==> src/rtl/fifo_wr_arbiter.sv <==
// ---------------------------------------------------------------------------
// fifo_wr_arbiter
//
// Shares the single write port of a synchronous FIFO between N_REQ producers.
// Producers are served round-robin. Each grant lasts until the producer has
// written MAX_BURST words or drops its request. FIFO full back-pressure
// freezes the grant, so no word is ever offered to a full FIFO.
//
// Ports
//   clk           in   system clock, all state changes on posedge
//   rst_n         in   asynchronous active-low reset
//   req           in   [N_REQ]             per-producer write request
//   req_data      in   [N_REQ*DATA_WIDTH]  producer i at [i*DATA_WIDTH +: DATA_WIDTH]
//   gnt           out  [N_REQ]             registered one-hot grant, 0 when idle
//   gnt_id        out  [$clog2(N_REQ)]     index of granted producer, 0 when idle
//   accept        out  [N_REQ]             word consumed from producer i this cycle
//   fifo_w_en     out  FIFO write enable (OR of accept)
//   fifo_data_in  out  [DATA_WIDTH]        granted producer's word, 0 when idle
//   fifo_full     in   FIFO full flag
//   busy          out  registered, high while a grant is active
// ---------------------------------------------------------------------------
module fifo_wr_arbiter #(
  parameter int N_REQ      = 4,
  parameter int DATA_WIDTH = 8,
  parameter int MAX_BURST  = 4
) (
  input  logic                          clk,
  input  logic                          rst_n,
  input  logic [N_REQ-1:0]              req,
  input  logic [N_REQ*DATA_WIDTH-1:0]   req_data,
  output logic [N_REQ-1:0]              gnt,
  output logic [$clog2(N_REQ)-1:0]      gnt_id,
  output logic [N_REQ-1:0]              accept,
  output logic                          fifo_w_en,
  output logic [DATA_WIDTH-1:0]         fifo_data_in,
  input  logic                          fifo_full,
  output logic                          busy
);

  localparam int ID_W  = $clog2(N_REQ);
  localparam int CNT_W = $clog2(MAX_BURST + 1);

  typedef enum logic {
    IDLE  = 1'b0,
    GRANT = 1'b1
  } state_t;

  state_t            state;
  logic [ID_W-1:0]   rr_ptr;
  logic [CNT_W-1:0]  burst_cnt;

  logic              cur_req;
  logic              last_beat;
  logic              rel_grant;
  logic [ID_W-1:0]   next_ptr;
  logic [ID_W-1:0]   search_base;
  logic              found;
  logic [ID_W-1:0]   pick_id;
  logic [N_REQ-1:0]  pick_onehot;

  // Write-side handshake. gnt is registered and one-hot, so gating it with
  // req and ~fifo_full gives the per-producer accept directly; the FIFO can
  // never see a write while it reports full.
  always_comb begin
    accept    = gnt & req & {N_REQ{~fifo_full}};
    fifo_w_en = |accept;
  end

  // Data mux driven by the one-hot grant, which makes the idle value zero
  // without a separate qualifier.
  always_comb begin
    fifo_data_in = '0;
    for (int i = 0; i < N_REQ; i++) begin
      if (gnt[i]) begin
        fifo_data_in = req_data[i*DATA_WIDTH +: DATA_WIDTH];
      end
    end
  end

  // Release decision for the current grant. A full FIFO blocks both release
  // paths: the counter cannot advance and a dropped request is not honoured
  // until the FIFO has room again.
  always_comb begin
    cur_req   = |(gnt & req);
    last_beat = fifo_w_en && (burst_cnt == CNT_W'(MAX_BURST - 1));
    rel_grant = (state == GRANT) && (last_beat || (!cur_req && !fifo_full));
    next_ptr  = (gnt_id == ID_W'(N_REQ - 1)) ? '0 : gnt_id + 1'b1;
  end

  // Round-robin search. When releasing, the search starts just after the
  // current owner, so the owner itself is examined last and only wins when
  // nobody else is waiting.
  always_comb begin
    search_base = (state == GRANT) ? next_ptr : rr_ptr;
    found       = 1'b0;
    pick_id     = '0;
    for (int k = 0; k < N_REQ; k++) begin
      if (!found && req[(int'(search_base) + k) % N_REQ]) begin
        found   = 1'b1;
        pick_id = ID_W'((int'(search_base) + k) % N_REQ);
      end
    end
    pick_onehot = N_REQ'(1) << pick_id;
  end

  // Grant FSM with registered outputs. A release that finds another pending
  // request loads the new grant in the same edge, so there is no idle
  // bubble between bursts.
  always_ff @(posedge clk or negedge rst_n) begin
    if (!rst_n) begin
      state     <= IDLE;
      gnt       <= '0;
      gnt_id    <= '0;
      busy      <= 1'b0;
      rr_ptr    <= '0;
      burst_cnt <= '0;
    end else begin
      case (state)
        IDLE: begin
          if (found) begin
            state     <= GRANT;
            gnt       <= pick_onehot;
            gnt_id    <= pick_id;
            busy      <= 1'b1;
            burst_cnt <= '0;
          end
        end
        GRANT: begin
          if (rel_grant) begin
            rr_ptr    <= next_ptr;
            burst_cnt <= '0;
            if (found) begin
              gnt    <= pick_onehot;
              gnt_id <= pick_id;
            end else begin
              state  <= IDLE;
              gnt    <= '0;
              gnt_id <= '0;
              busy   <= 1'b0;
            end
          end else if (fifo_w_en) begin
            burst_cnt <= burst_cnt + 1'b1;
          end
        end
        default: begin
          state <= IDLE;
          gnt   <= '0;
          busy  <= 1'b0;
        end
      endcase
    end
  end

  // Structural invariants of the grant logic.
  a_gnt_onehot: assert property (@(posedge clk) disable iff (!rst_n) $onehot0(gnt));
  a_no_write_full: assert property (@(posedge clk) disable iff (!rst_n) fifo_full |-> !fifo_w_en);
  a_burst_bound: assert property (@(posedge clk) disable iff (!rst_n) burst_cnt <= CNT_W'(MAX_BURST));

endmodule

==> config.mk <==
export PLATFORM = sky130hd
export DESIGN_NAME = fifo_wr_arbiter
export DESIGN_NICKNAME = d
export VERILOG_FILES = /design/src/rtl/fifo_wr_arbiter.sv
export SDC_FILE = /design/constraint.sdc
export NUM_CORES = 1
export LEC_CHECK = 0
export CORE_UTILIZATION = 39
export DETAILED_ROUTE_END_ITERATION = 6
export PLACE_DENSITY = 0.77
export REMOVE_ABC_BUFFERS = 1
export SLEW_MARGIN = 20
export SYNTH_ARGS = -nofsm -noshare
export SYNTH_HDL_FRONTEND = slang
export SYNTH_SLANG_ARGS = --single-unit
==> constraint.sdc <==
create_clock -name clk -period 2.2 [get_ports clk]
set_input_delay 0.44 -clock clk [delete_from_list [all_inputs] [get_ports clk]]
set_output_delay 0.44 -clock clk [all_outputs]
set_load 0.01 [all_outputs]
# ---- Word-level counts from Yosys, hierarchy flattened
# Cells that the tools add are included.
dict set report word_totals {
  inputBits 39
  out_inout_bits 20
  regBits 13
}
dict set report op_classes {
  magnitude_cmp 4
  n_shift 1
  reduce_logical 21
  add_sub_neg 5
  bitwise_logic 7
  eq_ne 6
  mux 44
}
# cell n
set op_table {}
lappend op_table {{$mux 8} 4}
lappend op_table {{$mux 2} 9}
lappend op_table {{$mux 1} 16}
lappend op_table {{$lt 3x4->1 const B} 3}
lappend op_table {{$mux 4} 3}
lappend op_table {{$mux 3} 3}
lappend op_table {{$and 4x4->4} 2}
lappend op_table {{$bmux 1 s2} 4}
lappend op_table {{$pmux 4 s2} 1}
lappend op_table {{$reduce_or 4->1} 2}
lappend op_table {{$logic_and 1x1->1} 6}
lappend op_table {{$pmux 3 s2} 1}
lappend op_table {{$reduce_and 2->1} 3}
lappend op_table {{$reduce_or 2->1} 3}
lappend op_table {{$logic_not 1->1} 5}
lappend op_table {{$add 2x1->2 const B} 2}
lappend op_table {{$add 2x2->2 const B} 2}
lappend op_table {{$ne 2x2->1 const B} 2}
lappend op_table {{$pmux 1 s2} 2}
lappend op_table {{$pmux 2 s2} 1}
lappend op_table {{$shl 1x2->4 const A} 1}
lappend op_table {{$add 3x1->3 const B} 1}
lappend op_table {{$and 1x1->1 const A} 3}
lappend op_table {{$eq 3x2->1 const B} 1}
lappend op_table {{other kinds (7)} 8}

# ---- Depth between registers and ports, before layout
# Gate-level depths: netlist (run 1).
dict set report depth {
  word_depth 21
  ltp_mapped 6
  mapped_depth_nobuf 6
}

# ---- Worst setup path after synthesis (run 1)
# OpenSTA, ideal clock, no wires.
dict set report synth_timing {
  path_type {register to register}
  startpoint {register gnt_id[0]}
  endpoint {register gnt[1]}
  period_less_slack_ns 1.765
  setup_time_ns 0.066
  path_buffers 0
  stages_incl_launch_ff 7
  arrival_time_ns 1.699
  slack_ns 0.435
  cell_sequence {dfrtp_1 -> ha_1 -> mux2i_2 -> mux2i_1 -> nand3_2 -> nor3b_2 -> a22o_1}
}
dict set report synth_between {
  elab_chain_len 19
  word_cells_on_any_way 39
  classes_between {4 x add/sub; 2 x eq/ne; 1 x shift; 25 x mux; 7 x reduce/logical}
}
# element line_no
set synth_lines {}
lappend synth_lines {{start: declaration} 32} ;# output logic [$clog2(N_REQ)-1:0] gnt_id,
lappend synth_lines {{start signal: assignment} 123} ;# gnt_id <= pick_id;
lappend synth_lines {{start signal: assignment} 134} ;# gnt_id <= pick_id;
lappend synth_lines {{$add 2x1->2 or $eq 2x2->1 (tied branches)} 87} ;# next_ptr = (gnt_id == ID_W'(N_REQ - 1)) ? '0 : gnt_id + 1'b1;
lappend synth_lines {{$mux 2 *} 87}
lappend synth_lines {{net next_ptr[1]} 55} ;# logic [ID_W-1:0] next_ptr;
lappend synth_lines {{$mux 2 *} 94} ;# search_base = (state == GRANT) ? next_ptr : rr_ptr;
lappend synth_lines {{$add 2x1->2 or $bmux 1 s2 (tied branches)} {98, 100}}
lappend synth_lines {{$bmux 1 s2 or $mux 1 (tied branches)} 98} ;# if (!found && req[(int'(search_base) + k) % N_REQ]) begin
lappend synth_lines {{$mux 1 (implied by the code)} 98}
lappend synth_lines {{$mux 1 (implied by the code) or $logic_not 1->1 (tied branches)} 98}
lappend synth_lines {{[... 4 more ...]} -}
lappend synth_lines {{$mux 1} 98}
lappend synth_lines {{$logic_not 1->1} 98}
lappend synth_lines {{$logic_and 1x1->1} 98}
lappend synth_lines {{$mux 2} 98}
lappend synth_lines {{$shl 1x2->4} 103} ;# pick_onehot = N_REQ'(1) << pick_id;
lappend synth_lines {{$mux 4} 132} ;# if (found) begin
lappend synth_lines {{$mux 4} 129} ;# if (rel_grant) begin
lappend synth_lines {{$pmux 4 s2} 118} ;# case (state)
lappend synth_lines {{end signal: assignment} 122} ;# gnt <= pick_onehot;
lappend synth_lines {{end signal: assignment} 133} ;# gnt <= pick_onehot;
lappend synth_lines {{end: declaration} 31} ;# output logic [N_REQ-1:0] gnt,
# The timed path passes the listed nets; every way through them passes the cells marked *. The select of a mux whose other input is x is not followed.
# A chain may end at the register's enable or synchronous reset.

# ---- Worst setup path after layout (run 1)
dict set report layout_timing {
  startpoint {input req[2]}
  endpoint {output accept[2]}
}
dict set report layout_between {
  elab_chain_len 2
}
# element line_no
set layout_lines {}
lappend layout_lines {{start: declaration} 29} ;# input logic [N_REQ-1:0] req,
lappend layout_lines {{$and 4x4->4 (2 in a row)} 65} ;# accept = gnt & req & {N_REQ{~fifo_full}};
lappend layout_lines {{end: declaration} 33} ;# output logic [N_REQ-1:0] accept,
# Every way passes these cells.

==> flow_summary.toml, run 1 <==
[routing]
drtIter0Drc = 17
vias_per_cell = 5.37
wl_per_cell_um = 13.3
wl_mm = 3.13
vias = 1268
drt_pre_antenna_iters = 4
drcViolationCount = 0
ant_nets = 0

[hold_path]
hold_class = "in2async"

[worst_setup_path]
cp-start-kind = "input pin"
cpPeakStageDelay_ps = 540
r2r-end = "gnt[3]"
path_cells = "clkdlybuf4s50_1, nand2_1, nor2_1, clkdlybuf4s50_1"
cpLargestDelayFamily = "buffers and inverters"
cpMostUsedCell = "clkdlybuf4s50_1"
cp.arrival_ps = 1700
cp_num_cells = 4
cp_slowest_cell = "clkdlybuf4s50_1"
critical_path_class = "in2out"
endpoint_kind = "output pin"
reg2reg_from = "gnt_id[0]"
required_ps = 1760
crit_fanout = 4
reg2reg_depth = 6
critPathBufInv = 2
reg2reg_slack_ps = 230

[place]
gp_congestion = 0.776
place_worst_setup_slack_ps = -118
numPortBuffers = 58
dp_hpwl_mm = 2.49
post-place-cells = 232

[yosys]
synthArstFlopShare_pct = 100
yosys_warnings = 0
synth_ff_type = "dfrtp_1"
synth_cells = 137
synth_area_leaders = "dfrtp_1, nand2_1, a21oi_1, nor2_1, a22oi_1"
ys_seq_elements = 13
synth_area_per_cell_um2 = 7.85
synth_top_area_cell = "dfrtp_1"
synth_top_area_share_pct = 30.3
seq_area_frac_synth_pct = 30.3
ys_types = 40
syn-cell-area_mm2 = 0.00107
synth_edf_count = 0

[sta]
maxSlewHeadroom_pct = 61.2
worst_pin_slew_ps = 579
fin_ws_ps = 60.1
setup-violations-final = 0
fin_crit_ps = 2140
hold_viol_final = 0
fmax_mhz = 467
slew_violations = 0
finalCritPeriodShare_pct = 97.3
fin_skew_ps = 3.07
rsz0062_at_grt = "no"

[clocking]
clk_pin_slew_ps = 80
cts_tree = "done"
cts_max_path_buffers = 2
cts-resized-gates = 11
cts_max_level = 1
cts_hold_buffers = 0
cts-root-buf = "clkbuf_4"
insertion_delay_ps = 290
clkSinkCount = 13
numCtsBuffers = 3
post_cts_buffers = 0

[flow_run]
cap_violations = 0

[power]
p_sw_share_pct = 42.6
seq_power_share_pct = 23.7
power_frac_comb_pct = 67.5
power_w = 0.00176
internal-power_w = 0.00101
power_density_mw_per_mm2 = 987
vdd_drop_max_mv = 0.766
clockPowerShare_pct = 8.8
leakage_nw = 0.769
p_sw_w = 0.000750

[global_route]
grt_pass1_vias = 1184
track_usage_pct = 21.7
grt_antenna_before_repair = 0
globalRouteOverflowTotal = 0
grt_pass1_wl_mm = 4.69
grt_max_degree = 18

[die]
dieArea_mm2 = 0.00297
start_util_pct = 42.2
rows = 18
die_h_um = 54.5
dieWidth_um = 54.5
io_pins = 59
core_area_mm2 = 0.00254

[layout]
syn_to_final_growth_pct = 66.0
drive_gt1_share_pct = 13.6
diodes = 0
stdcell_count = 236
finalNetCount = 249

[outcome]
status = "finished clean"
-- through the flow --
step | TNS [ps] | util (%) | hold slack [ps] | cell area [um^2]
after detailed placement | -419 | 69.1 | 507 | 1760
after floorplan | 0 | - | 144 | 1030
final | 0 | 70.1 | 516 | 1780
after global routing | 0 | 70.1 | 552 | 1780
after CTS | 0 | 69.7 | 524 | 1770
after global placement | -215 | 69.1 | 500 | 1760
-- kinds of logic (layout without fill, tap and decap cells) --
logic type,Yosys count,in the layout,share of synthesized area (%)
AOI/OAI and AO/OA,48,48,29.5
adders and majority gates,3,3,3.49
buffers and inverters,9,78,4.65
DFF,13,13,30.3
muxes,6,6,6.29
and+or+nand+nor,58,58,25.8
-- area by class of cell --
class	count	area [um^2]
fillers	218	761
multi-input cells	115	703
repair buffers	73	687
flip-flops and latches	13	327
well taps	30	37.5
clock buffers	4	26.3
inverters	1	3.75
-- power groups by stage --
stage	sequential [W]	combinational, W	clock, W
global route	0.000434	0.00131	0.000166
finish	0.000417	0.00119	0.000155
CTS	0.000420	0.00118	0.000155
detailed placement	0.000423	0.00125	0
floorplan	0.000478	0.000597	0
global placement	0.000413	0.00122	0
-- sequential cells by signal (all words and copies together), names as in the netlist --
| signal | flops |
|---|---|
| state | 1 |
| burst_cnt | 3 |
| rr_ptr | 2 |
| gnt | 4 |
| gnt_id | 2 |
| busy | 1 |
-- cells in the mapped netlist, drive strengths merged, types with 2 or more instances --
cell type / count
mux2: 3
a22oi: 8
buf: 4
nor2: 17
o2bb2ai: 2
nand2: 23
clkbuf: 4
a21oi: 14
a22o: 2
ha: 3
nor2b: 3
o31ai: 2
nand2b: 5
o21ai: 13
a41oi: 3
dfrtp: 13
mux2i: 3
nand3: 3
-- metal layers --
layer	track usage, %	vias up	wire length (um)
met1	21.3	579	1270
met3	3.89	5	225
li1	-	637	-
met2	44.3	47	1590
met5	0	-	0
met4	6.84	0	49
-- worst max-delay path by stage --
stage / from / endpoint / slack [ps]
6_report: req[2] / accept[2] / 60
5_1_grt: gnt[1] / fifo_data_in[1] / 4
4_1_cts: req[0] / accept[0] / 50
3_5_place_dp: req_data[6] / fifo_data_in[6] / -120
3_3_place_gp: req[0] / fifo_w_en / -80
2_1_floorplan: gnt_id[0] / gnt[3] / 430
-- cell usage in the layout, fill, tap and decap left out, drive strengths merged, types with 4 or more instances in the layout --
cell type,Yosys,layout
a21oi,14,14
a22oi,8,8
buf,4,15
clkbuf,4,4
clkdlybuf4s50,0,47
dfrtp,13,13
dlygate4sd2,0,7
nand2,23,23
nand2b,5,5
nor2,17,17
o21ai,13,13
(Power assumes the default switching activity.)
==> run 2: changes to the inputs <==
Settings changed: PLACE_DENSITY 0.77 to 0.84.
==> flow_summary.toml, run 2 (synthesis results as in run 1) <==
[outcome]
status = "finished clean"

[routing]
drcViolationCount = 0
wl_mm = 3.25
ant_nets = 0
drtIter0Drc = 24
wl_per_cell_um = 13.4
vias_per_cell = 5.48
drt_pre_antenna_iters = 4
vias = 1327

[layout]
diodes = 0
top_register = "gnt"
finalNetCount = 255
fill_cells = 202
layout_commonest_cell = "clkdlybuf4s50_1"
layout_common_cells = "clkdlybuf4s50_1, nand2_1, buf_4, nor2_1"
stdcell_count = 242
final_util_pct = 71.7
largestRegisters = "gnt (4), burst_cnt (3)"
largest_reg_flops = 4
syn_to_final_growth_pct = 69.7
design_area_mm2 = 0.00182
drive_gt1_share_pct = 15.6

[sta]
hold_ws_ps = 514
fmax_mhz = 468
fin_skew_ps = 1.02
setup-violations-final = 0
rsz0062_at_grt = "no"
hold_viol_final = 0
fin_crit_ps = 2140
finalCritPeriodShare_pct = 97.2
slew_violations = 0
fin_tns_setup_ps = 0
worst_pin_slew_ps = 568
maxSlewHeadroom_pct = 62.0

[clocking]
numCtsBuffers = 3
cts_max_level = 1
cts_max_path_buffers = 2
clk_pin_slew_ps = 80
cts-root-buf = "clkbuf_4"
cts_tree = "done"
clkSinkCount = 13
insertion_delay_ps = 280
cts_hold_buffers = 0

[global_route]
grt_max_degree = 16
globalRouteOverflowTotal = 0
grt_pass1_vias = 1197
grt_pass1_wl_mm = 4.70
grt_antenna_before_repair = 0
track_usage_pct = 22.1

[die]
dieWidth_um = 54.5
start_util_pct = 42.2
core_area_mm2 = 0.00254
die_h_um = 54.5
dieArea_mm2 = 0.00297
io_pins = 59
rows = 18

[power]
p_sw_w = 0.000763
seq_power_share_pct = 23.3
vdd_drop_max_mv = 0.679
internal-power_w = 0.00104
p_sw_share_pct = 42.3
power_density_mw_per_mm2 = 990
clockPowerShare_pct = 8.5
power_frac_comb_pct = 68.1
leakage_nw = 0.786

[worst_setup_path]
crit_fanout = 3
cp-startpoint = "req[0]"
cp.arrival_ps = 1700
reg2reg_from = "gnt_id[0]"
critical_path_class = "in2out"
required_ps = 1760
endpoint_kind = "output pin"
cp-start-kind = "input pin"

[hold_path]
hold_class = "in2async"

[place]
post-place-cells = 236
numPortBuffers = 58
gp_congestion = 0.829
dpl_cell_area_mm2 = 0.00179
dp_hpwl_mm = 2.60

[flow_run]
cap_violations = 0
run 2: through the flow:
step / setup slack [ps] / total power, W
4_1_cts: 56.5 / 0.00181
6_report: 62.4 / 0.00181
3_5_place_dp: -114 / 0.00170
5_1_grt: 7.47 / 0.00196
3_3_place_gp: -90.9 / 0.00165
2_1_floorplan: 433 / 0.00108
run 2: final timing paths:
kind	to	slack [ps]	cells past startpoint
hold / removal	burst_cnt[1]	510	1
max in group asynchronous	burst_cnt[2]	1320	1
min in group clk	rr_ptr[0]	540	1
hold reg to reg	rr_ptr[0]	540	1
setup reg to reg	gnt[1]	230	6
setup / recovery	accept[0]	60	4
run 2: layout make-up:
type	instances	area, um^2	share of cell area (%)
timing repair buffer	79	727	39.8
sequential	13	325	17.8
tap	30	37.5	2.06
clock buffer	4	26.3	1.44
inverter	1	3.75	0.206
multi-input combinational	115	704	38.6
run 2: what timing repair did:
item,in CTS,in global routing
gates resized for setup,10,2
setup endpoints to repair,10,1
buffers inserted,2,0
run 2: worst max-delay path, cell delays in order:
cell and delay, ps:
clkdlybuf4s50_1 490, nand2_1 110, nor2_1 110, clkdlybuf4s50_1 550
run 2: routing by layer:
metal,track usage [%],vias to the layer above,routed length (um)
met2,45.3,54,1650
met5,0,-,0
met4,8.55,0,30
met3,4.17,3,324
li1,-,653,-
met1,20.9,617,1250
run 2: power by group through the flow:
stage	Clock [W]	Combinational, W	Sequential, W
final	0.000154	0.00123	0.000422
after detailed placement	0	0.00126	0.000432
after floorplan	0	0.000597	0.000478
after global routing	0.000164	0.00136	0.000435
after CTS	0.000158	0.00123	0.000421
after global placement	0	0.00123	0.000422
